File: src/rtl/multicycle_control.sv
// multicycle_control: multi-cycle MIPS control FSM.
// Walks each instruction through fetch/decode/execute/memory/writeback, waits on the memory
// ready handshake under a watchdog, traps illegal opcodes and memory timeouts, and halts on syscall.
// Moore outputs are registered alongside the state; only ir_write/pc_write in FETCH and the
// store-completion retire follow mem_ready in the same cycle.
module multicycle_control #(
  parameter int         ALU_OP_W    = 6,
  parameter int         MEM_TIMEOUT = 16,
  parameter logic [5:0] LUI_OP      = 6'h3F
) (
  input  logic                clk,
  input  logic                rst,
  input  logic [5:0]          opcode,
  input  logic [5:0]          funct,
  input  logic [4:0]          rt,
  input  logic                mem_ready,
  output logic                mem_req,
  output logic                mem_we,
  output logic                mem_byte,
  output logic                i_or_d,
  output logic                ir_write,
  output logic                pc_write,
  output logic [1:0]          pc_src,
  output logic [2:0]          branch_cond,
  output logic                reg_write,
  output logic [1:0]          reg_dst,
  output logic [1:0]          mem_to_reg,
  output logic                alu_src_a,
  output logic [1:0]          alu_src_b,
  output logic [ALU_OP_W-1:0] alu_op,
  output logic                retire,
  output logic                halted,
  output logic [1:0]          trap_cause
);

  typedef enum logic [3:0] {
    RESET_S  = 4'd0,  FETCH  = 4'd1,  DECODE = 4'd2,  EXEC_R = 4'd3,
    EXEC_I   = 4'd4,  MEM_ADDR = 4'd5, MEM_RD = 4'd6, MEM_WR = 4'd7,
    WB_ALU   = 4'd8,  WB_MEM = 4'd9,  BRANCH = 4'd10, JUMP   = 4'd11,
    HALT     = 4'd12
  } state_t;

  typedef struct packed {
    logic       mem_req;
    logic       mem_we;
    logic       mem_byte;
    logic       i_or_d;
    logic       pc_write;
    logic [1:0] pc_src;
    logic [2:0] branch_cond;
    logic       reg_write;
    logic [1:0] reg_dst;
    logic [1:0] mem_to_reg;
    logic       alu_src_a;
    logic [1:0] alu_src_b;
    logic [5:0] alu_code;
    logic       retire;
    logic       halted;
  } ctl_t;

  localparam logic [5:0] OP_RTYPE  = 6'b000000;
  localparam logic [5:0] OP_REGIMM = 6'b000001;
  localparam logic [5:0] OP_J      = 6'b000010;
  localparam logic [5:0] OP_JAL    = 6'b000011;
  localparam logic [5:0] OP_BEQ    = 6'b000100;
  localparam logic [5:0] OP_BNE    = 6'b000101;
  localparam logic [5:0] OP_BLEZ   = 6'b000110;
  localparam logic [5:0] OP_BGTZ   = 6'b000111;
  localparam logic [5:0] OP_ADDI   = 6'b001000;
  localparam logic [5:0] OP_ADDIU  = 6'b001001;
  localparam logic [5:0] OP_SLTI   = 6'b001010;
  localparam logic [5:0] OP_ANDI   = 6'b001100;
  localparam logic [5:0] OP_ORI    = 6'b001101;
  localparam logic [5:0] OP_XORI   = 6'b001110;
  localparam logic [5:0] OP_LUI    = 6'b001111;
  localparam logic [5:0] OP_LB     = 6'b100000;
  localparam logic [5:0] OP_LW     = 6'b100011;
  localparam logic [5:0] OP_SB     = 6'b101000;
  localparam logic [5:0] OP_SW     = 6'b101011;
  localparam logic [5:0] FN_SYSCALL = 6'b001100;

  localparam logic [5:0] ALU_ADD  = 6'b100000;
  localparam logic [5:0] ALU_ADDU = 6'b100001;
  localparam logic [5:0] ALU_SUB  = 6'b100010;
  localparam logic [5:0] ALU_AND  = 6'b100100;
  localparam logic [5:0] ALU_OR   = 6'b100101;
  localparam logic [5:0] ALU_XOR  = 6'b100110;
  localparam logic [5:0] ALU_SLT  = 6'b101010;

  localparam logic [1:0] CAUSE_NONE = 2'b00;
  localparam logic [1:0] CAUSE_ILL  = 2'b01;
  localparam logic [1:0] CAUSE_TMO  = 2'b10;
  localparam logic [1:0] CAUSE_SYS  = 2'b11;

  // Last wait count before the watchdog fires (count reaching MEM_TIMEOUT traps).
  localparam logic [7:0] WD_LAST = 8'(MEM_TIMEOUT - 1);

  state_t     state_q, state_d;
  logic [5:0] op_q, op_d;
  logic [5:0] funct_q, funct_d;
  logic [4:0] rt_q, rt_d;
  logic [7:0] wait_cnt_q, wait_cnt_d;
  logic [1:0] cause_q, cause_d;
  ctl_t       ctl_q, ctl_d;
  logic       fetch_done_s;

  // ALU code for immediate-form arithmetic/logic instructions.
  function automatic logic [5:0] imm_alu(input logic [5:0] op);
    logic [5:0] code;
    case (op)
      OP_ADDI:  code = ALU_ADD;
      OP_ADDIU: code = ALU_ADDU;
      OP_ANDI:  code = ALU_AND;
      OP_ORI:   code = ALU_OR;
      OP_XORI:  code = ALU_XOR;
      OP_SLTI:  code = ALU_SLT;
      OP_LUI:   code = LUI_OP;
      default:  code = ALU_ADD;
    endcase
    return code;
  endfunction

  // Branch condition the datapath evaluates before loading the branch target.
  function automatic logic [2:0] br_cond(input logic [5:0] op, input logic [4:0] rt_v);
    logic [2:0] cond;
    case (op)
      OP_BEQ:    cond = 3'd1;
      OP_BNE:    cond = 3'd2;
      OP_BLEZ:   cond = 3'd3;
      OP_BGTZ:   cond = 3'd4;
      OP_REGIMM: cond = (rt_v == 5'd1) ? 3'd5 : 3'd6;
      default:   cond = 3'd0;
    endcase
    return cond;
  endfunction

  // Moore control word for a state, given the latched instruction fields.
  function automatic ctl_t decode_ctl(input state_t st, input logic [5:0] op,
                                      input logic [5:0] fn, input logic [4:0] rt_v);
    ctl_t c;
    c = '0;
    case (st)
      FETCH: begin
        c.mem_req = 1'b1; c.alu_src_b = 2'd1; c.alu_code = ALU_ADD;
      end
      DECODE: begin
        c.alu_src_b = 2'd3; c.alu_code = ALU_ADD;
      end
      EXEC_R: begin
        c.alu_src_a = 1'b1; c.alu_src_b = 2'd0; c.alu_code = fn;
      end
      EXEC_I: begin
        c.alu_src_a = 1'b1; c.alu_src_b = 2'd2; c.alu_code = imm_alu(op);
      end
      MEM_ADDR: begin
        c.alu_src_a = 1'b1; c.alu_src_b = 2'd2; c.alu_code = ALU_ADD;
      end
      MEM_RD: begin
        c.mem_req = 1'b1; c.i_or_d = 1'b1; c.mem_byte = (op == OP_LB);
      end
      MEM_WR: begin
        c.mem_req = 1'b1; c.i_or_d = 1'b1; c.mem_we = 1'b1; c.mem_byte = (op == OP_SB);
      end
      WB_ALU: begin
        c.reg_write = 1'b1; c.reg_dst = (op == OP_RTYPE) ? 2'd1 : 2'd0; c.retire = 1'b1;
      end
      WB_MEM: begin
        c.reg_write = 1'b1; c.mem_to_reg = 2'd1; c.retire = 1'b1;
      end
      BRANCH: begin
        c.alu_src_a = 1'b1; c.alu_src_b = 2'd0; c.alu_code = ALU_SUB;
        c.pc_src = 2'd1; c.branch_cond = br_cond(op, rt_v); c.retire = 1'b1;
      end
      JUMP: begin
        c.pc_write = 1'b1; c.pc_src = 2'd2; c.retire = 1'b1;
        c.reg_write  = (op == OP_JAL);
        c.reg_dst    = (op == OP_JAL) ? 2'd2 : 2'd0;
        c.mem_to_reg = (op == OP_JAL) ? 2'd2 : 2'd0;
      end
      HALT: begin
        c.halted = 1'b1;
      end
      default: begin
        c = '0;
      end
    endcase
    return c;
  endfunction

  // Next state, instruction-field latch, watchdog and next control word.
  always_comb begin
    state_d    = state_q;
    op_d       = op_q;
    funct_d    = funct_q;
    rt_d       = rt_q;
    cause_d    = cause_q;
    wait_cnt_d = 8'd0;
    case (state_q)
      RESET_S: state_d = FETCH;
      FETCH: begin
        if (mem_ready) begin
          state_d = DECODE;
        end else if (wait_cnt_q == WD_LAST) begin
          state_d = HALT; cause_d = CAUSE_TMO;
        end else begin
          wait_cnt_d = wait_cnt_q + 8'd1;
        end
      end
      DECODE: begin
        op_d = opcode; funct_d = funct; rt_d = rt;
        case (opcode)
          OP_RTYPE: begin
            if (funct == FN_SYSCALL) begin
              state_d = HALT; cause_d = CAUSE_SYS;
            end else begin
              state_d = EXEC_R;
            end
          end
          OP_J, OP_JAL:                      state_d = JUMP;
          OP_BEQ, OP_BNE, OP_BLEZ, OP_BGTZ:  state_d = BRANCH;
          OP_REGIMM: begin
            if (rt == 5'd0 || rt == 5'd1) begin
              state_d = BRANCH;
            end else begin
              state_d = HALT; cause_d = CAUSE_ILL;
            end
          end
          OP_LW, OP_LB, OP_SW, OP_SB:        state_d = MEM_ADDR;
          OP_ADDI, OP_ADDIU, OP_ANDI, OP_ORI,
          OP_XORI, OP_SLTI, OP_LUI:          state_d = EXEC_I;
          default: begin
            state_d = HALT; cause_d = CAUSE_ILL;
          end
        endcase
      end
      EXEC_R, EXEC_I: state_d = WB_ALU;
      MEM_ADDR: state_d = (op_q == OP_SW || op_q == OP_SB) ? MEM_WR : MEM_RD;
      MEM_RD, MEM_WR: begin
        if (mem_ready) begin
          state_d = (state_q == MEM_RD) ? WB_MEM : FETCH;
        end else if (wait_cnt_q == WD_LAST) begin
          state_d = HALT; cause_d = CAUSE_TMO;
        end else begin
          wait_cnt_d = wait_cnt_q + 8'd1;
        end
      end
      WB_ALU, WB_MEM, BRANCH, JUMP: state_d = FETCH;
      HALT: state_d = HALT;
      default: begin
        state_d = RESET_S; cause_d = CAUSE_NONE;
      end
    endcase
    ctl_d = decode_ctl(state_d, op_d, funct_d, rt_d);
  end

  // FSM state, latched fields, watchdog and registered control outputs.
  always_ff @(posedge clk or posedge rst) begin
    if (rst) begin
      state_q    <= RESET_S;
      op_q       <= 6'd0;
      funct_q    <= 6'd0;
      rt_q       <= 5'd0;
      wait_cnt_q <= 8'd0;
      cause_q    <= CAUSE_NONE;
      ctl_q      <= '0;
    end else begin
      state_q    <= state_d;
      op_q       <= op_d;
      funct_q    <= funct_d;
      rt_q       <= rt_d;
      wait_cnt_q <= wait_cnt_d;
      cause_q    <= cause_d;
      ctl_q      <= ctl_d;
    end
  end

  assign fetch_done_s = (state_q == FETCH) && mem_ready;

  assign mem_req     = ctl_q.mem_req;
  assign mem_we      = ctl_q.mem_we;
  assign mem_byte    = ctl_q.mem_byte;
  assign i_or_d      = ctl_q.i_or_d;
  assign ir_write    = fetch_done_s;
  assign pc_write    = ctl_q.pc_write | fetch_done_s;
  assign pc_src      = ctl_q.pc_src;
  assign branch_cond = ctl_q.branch_cond;
  assign reg_write   = ctl_q.reg_write;
  assign reg_dst     = ctl_q.reg_dst;
  assign mem_to_reg  = ctl_q.mem_to_reg;
  assign alu_src_a   = ctl_q.alu_src_a;
  assign alu_src_b   = ctl_q.alu_src_b;
  assign alu_op      = ALU_OP_W'(ctl_q.alu_code);
  assign retire      = ctl_q.retire | ((state_q == MEM_WR) && mem_ready);
  assign halted      = ctl_q.halted;
  assign trap_cause  = cause_q;

endmodule

File: config.mk
export PLATFORM = sky130hd
export DESIGN_NAME = multicycle_control
export DESIGN_NICKNAME = d
export VERILOG_FILES = /design/src/rtl/multicycle_control.sv
export SDC_FILE = /design/constraint.sdc
export NUM_CORES = 1
export LEC_CHECK = 0
export ABC_AREA = 1
export ABC_CLOCK_PERIOD_IN_PS = 1820
export BUFFER_PORTS_ARGS = -buffer_cell sky130_fd_sc_hd__buf_2
export CAP_MARGIN = 0
export CORE_UTILIZATION = 51
export CTS_CLUSTER_SIZE = 16
export DETAILED_ROUTE_END_ITERATION = 7
export HOLD_SLACK_MARGIN = 0.15
export PLACE_DENSITY = 0.72
export RECOVER_POWER = 50
export SLEW_MARGIN = 20
export SYNTH_ARGS = -nofsm -noshare
export SYNTH_HDL_FRONTEND = slang
export SYNTH_SLANG_ARGS = --single-unit
File: constraint.sdc
create_clock -name clk -period 1.82 [get_ports clk]
set_input_delay 0.364 -clock clk [delete_from_list [all_inputs] [get_ports clk]]
set_output_delay 0.364 -clock clk [all_outputs]
set_load 0.05 [all_outputs]
==> qor.yml <==
power:
  p_leak_uw: 0.00220
  power.density_nw_per_um2: 1780
  peakVddDrop_mv: 1.21
  power.share.sequential: 0.237
  p_switching_uw: 3570
  intPower_uw: 4110
  combPwrFrac: 0.590
  p_sw_frac: 0.464
  clkPwrFrac: 0.172
cells_and_area:
  n_fill_cell: 465
  insertedDiodeCount: 0
  drive_gt1_frac: 0.454
  area_growth_pct: 34.2
  largest_register_ffs: 8
  final_cells: 562
  top_register: "wait_cnt_q"
  fin_nets: 503
logic_synthesis:
  synthTopCellsByCount: "88 x nand2_1, 57 x dfrtp_1, 38 x nor2_1, 34 x inv_1, 21 x nand3_1"
  synth.most_common_cell: "nand2_1"
  yosysWarnings: 0
  synth-seq-cells: 57
  netlist_instances: 384
  synth_top_cell_area_share: 0.443
  yosysUniqueCellTypes: 39
  yosysTopAreaCell: "dfrtp_1"
  synth_edf_count: 0
  synth_area_um2: 3220
  synthArstFlopShare: 1.00
  syn_area_per_cell_um2: 8.39
  seq_area_frac_synth: 0.443
  syn_nets: 405
  synth_area_leaders: "dfrtp_1 44%, nand2_1 10%, nor2_1 4.4%"
  synth_top_flop_cell: "dfrtp_1"
drt:
  drt-initial-drc-count: 172
  vias_per_cell: 5.15
  drt_wl_total_um: 8340
  vias: 2893
  ant_nets: 0
  drc_errors: 0
  drt_pass1_iterations: 4
  wl_per_cell_um: 14.8
global_route:
  grt_overflow_total: 0
  grt_max_degree: 37
  grt_use_total: 0.255
  grt_pass1_wl_um: 12600
  grt_pass1_vias: 2748
  antenna_found_initial: 0
sta:
  fin_ws_ns: -0.113
  relSlewSlack: 0.443
  fin_skew_ns: 0.00642
  hold_viol: 0
  max_freq_mhz: 517
  final.min_clock_period_ns: 1.93
  rsz0062_at_grt: "yes"
  tightest_slew_ns: 0.835
  maxSlewViolCount: 0
  period_share: 1.06
  finalSetupViolations: 19
clock_tree:
  cts_made_buffers: 9
  clockBufferDepth: 2
  clk_latency_ns: 0.34
  cts_tree: "yes"
  clkSinkCount: 57
  htreeDepth: 3
  path_clk_slew_ns: 0.07
  root_buffer: "clkbuf_8"
critical_path:
  worstSetupPathType: "reg2out"
  cp-end-kind: "primary output"
  crit_arrival_ns: 1.57
  critical_path_peak_fanout: 4
  critical_path_required_ns: 1.46
  startpoint_type: "register"
placement:
  gp_congestion: 0.866
  dpl.cell_count: 524
  post-place-ws_ns: -0.0702
  portBuffers: 48
  hpwl_um: 5430
outcome:
  violations: "setup timing"
  status: "finished with violations"
floorplan:
  dieArea_um2: 6640
  core_area_um2: 5990
  start_util: 0.538
  io_pins: 49
  die-width_um: 81.5
  die-height_um: 81.5
  row_count: 28
hold_path:
  hold_class: "in2reg"
job:
  drv_cap: 0
-- worst max-delay path: stages, from the launching register on --
cell	delay (ns)
dfrtp_2	0.45
nor2_4	0.22
nand2_4	0.10
nor2_4	0.17
or2_4	0.14
buf_8	0.13
-- routing by layer --
metal,up-vias,GRT usage,share of wire
li1,1398,-,-
met1,1379,0.327,0.44
met2,101,0.416,0.49
met3,15,0.0622,0.050
met4,0,0.0982,0.015
met5,-,0,0
-- what timing repair did --
action,4_1_cts,5_1_grt
endpoints found under the hold margin,21,0
pin swaps,16,17
gates resized for setup,29,32
setup buffers,11,10
hold buffers,1,0
endpoints found under the setup margin,17,26
cloned,0,1
-- final cells by class --
type | count | area (um^2) | share of cell area
Clock inverter | 5 | 78.8 | 0.0182
Timing Repair Buffer | 106 | 744 | 0.172
Inverter | 48 | 190 | 0.0440
Sequential cell | 57 | 1430 | 0.331
Multi-Input combinational cell | 260 | 1640 | 0.380
Tap cell | 75 | 93.8 | 0.0217
Clock buffer | 11 | 141 | 0.0327
-- power groups by stage --
stage / clock network [uW] / registers (uW) / logic [uW]
finish: 1320 / 1820 / 4530
global route: 1400 / 1850 / 4840
CTS: 1340 / 1800 / 4020
detailed placement: 0 / 1820 / 3640
global placement: 0 / 1810 / 3580
floorplan: 0 / 2000 / 2560
-- kinds of logic (layout without fill, tap and decap cells) --
kind of cell,count (synthesis),after routing,share of synthesized area
and+or+nand+nor,214,215,0.358
buffers and inverters,68,170,0.107
DFF,57,57,0.443
AOI/OAI and AO/OA,41,41,0.0796
xor gates and xnor gates,3,3,0.00816
adders and majority gates,1,1,0.00388
-- path summary, 6_finish.rpt --
path	from	end	slack, ns	depth (start not counted)
worst max-delay path	state_q[3]$_DFF_PP0_	pc_write	-0.11	5
worst min-delay path	rt[0]	rt_q[0]$_DFF_PP0_	0.26	3
worst max register to register	state_q[3]$_DFF_PP0_	alu_op[5]$_DFF_PP0_	-0.09	12
worst min register to register	funct_q[2]$_DFF_PP0_	funct_q[2]$_DFF_PP0_	0.49	2
max in group asynchronous	rst	state_q[2]$_DFF_PP0_	0.41	4
min in group asynchronous	rst	pc_src[0]$_DFF_PP0_	0.73	3
-- layout by cell type, fill, tap and decap left out, types with 3 or more instances in the layout --
cell / count
nand2_2: 13
inv_1: 32
o21ai_2: 6
dfrtp_1: 54
buf_6: 7
nor3_1: 3
o21ai_1: 11
nand2_4: 7
a21oi_1: 9
nor2_4: 19
nand4_1: 4
nand3_2: 3
inv_2: 14
buf_4: 50
nor2_2: 10
dfrtp_2: 3
nor3_2: 3
clkbuf_8: 10
nor2_1: 36
o21ai_0: 4
nand2_8: 4
nand3_1: 19
nand2_1: 82
o21ai_4: 3
nand3_4: 3
buf_2: 45
-- per-stage QoR --
step	TNS, ns	util	cell area, um^2	total power, uW	hold slack, ns
5_1_grt	-2.53	0.721	4320	8090	0.265
2_1_floorplan	0	-	3230	4560	0.433
3_3_place_gp	-0.143	0.619	3710	5390	0.397
4_1_cts	-0.0975	0.688	4120	7160	0.249
3_5_place_dp	-0.280	0.619	3710	5460	0.407
6_report	-0.884	0.721	4320	7680	0.260
Power figures use the tool's default switching activity.
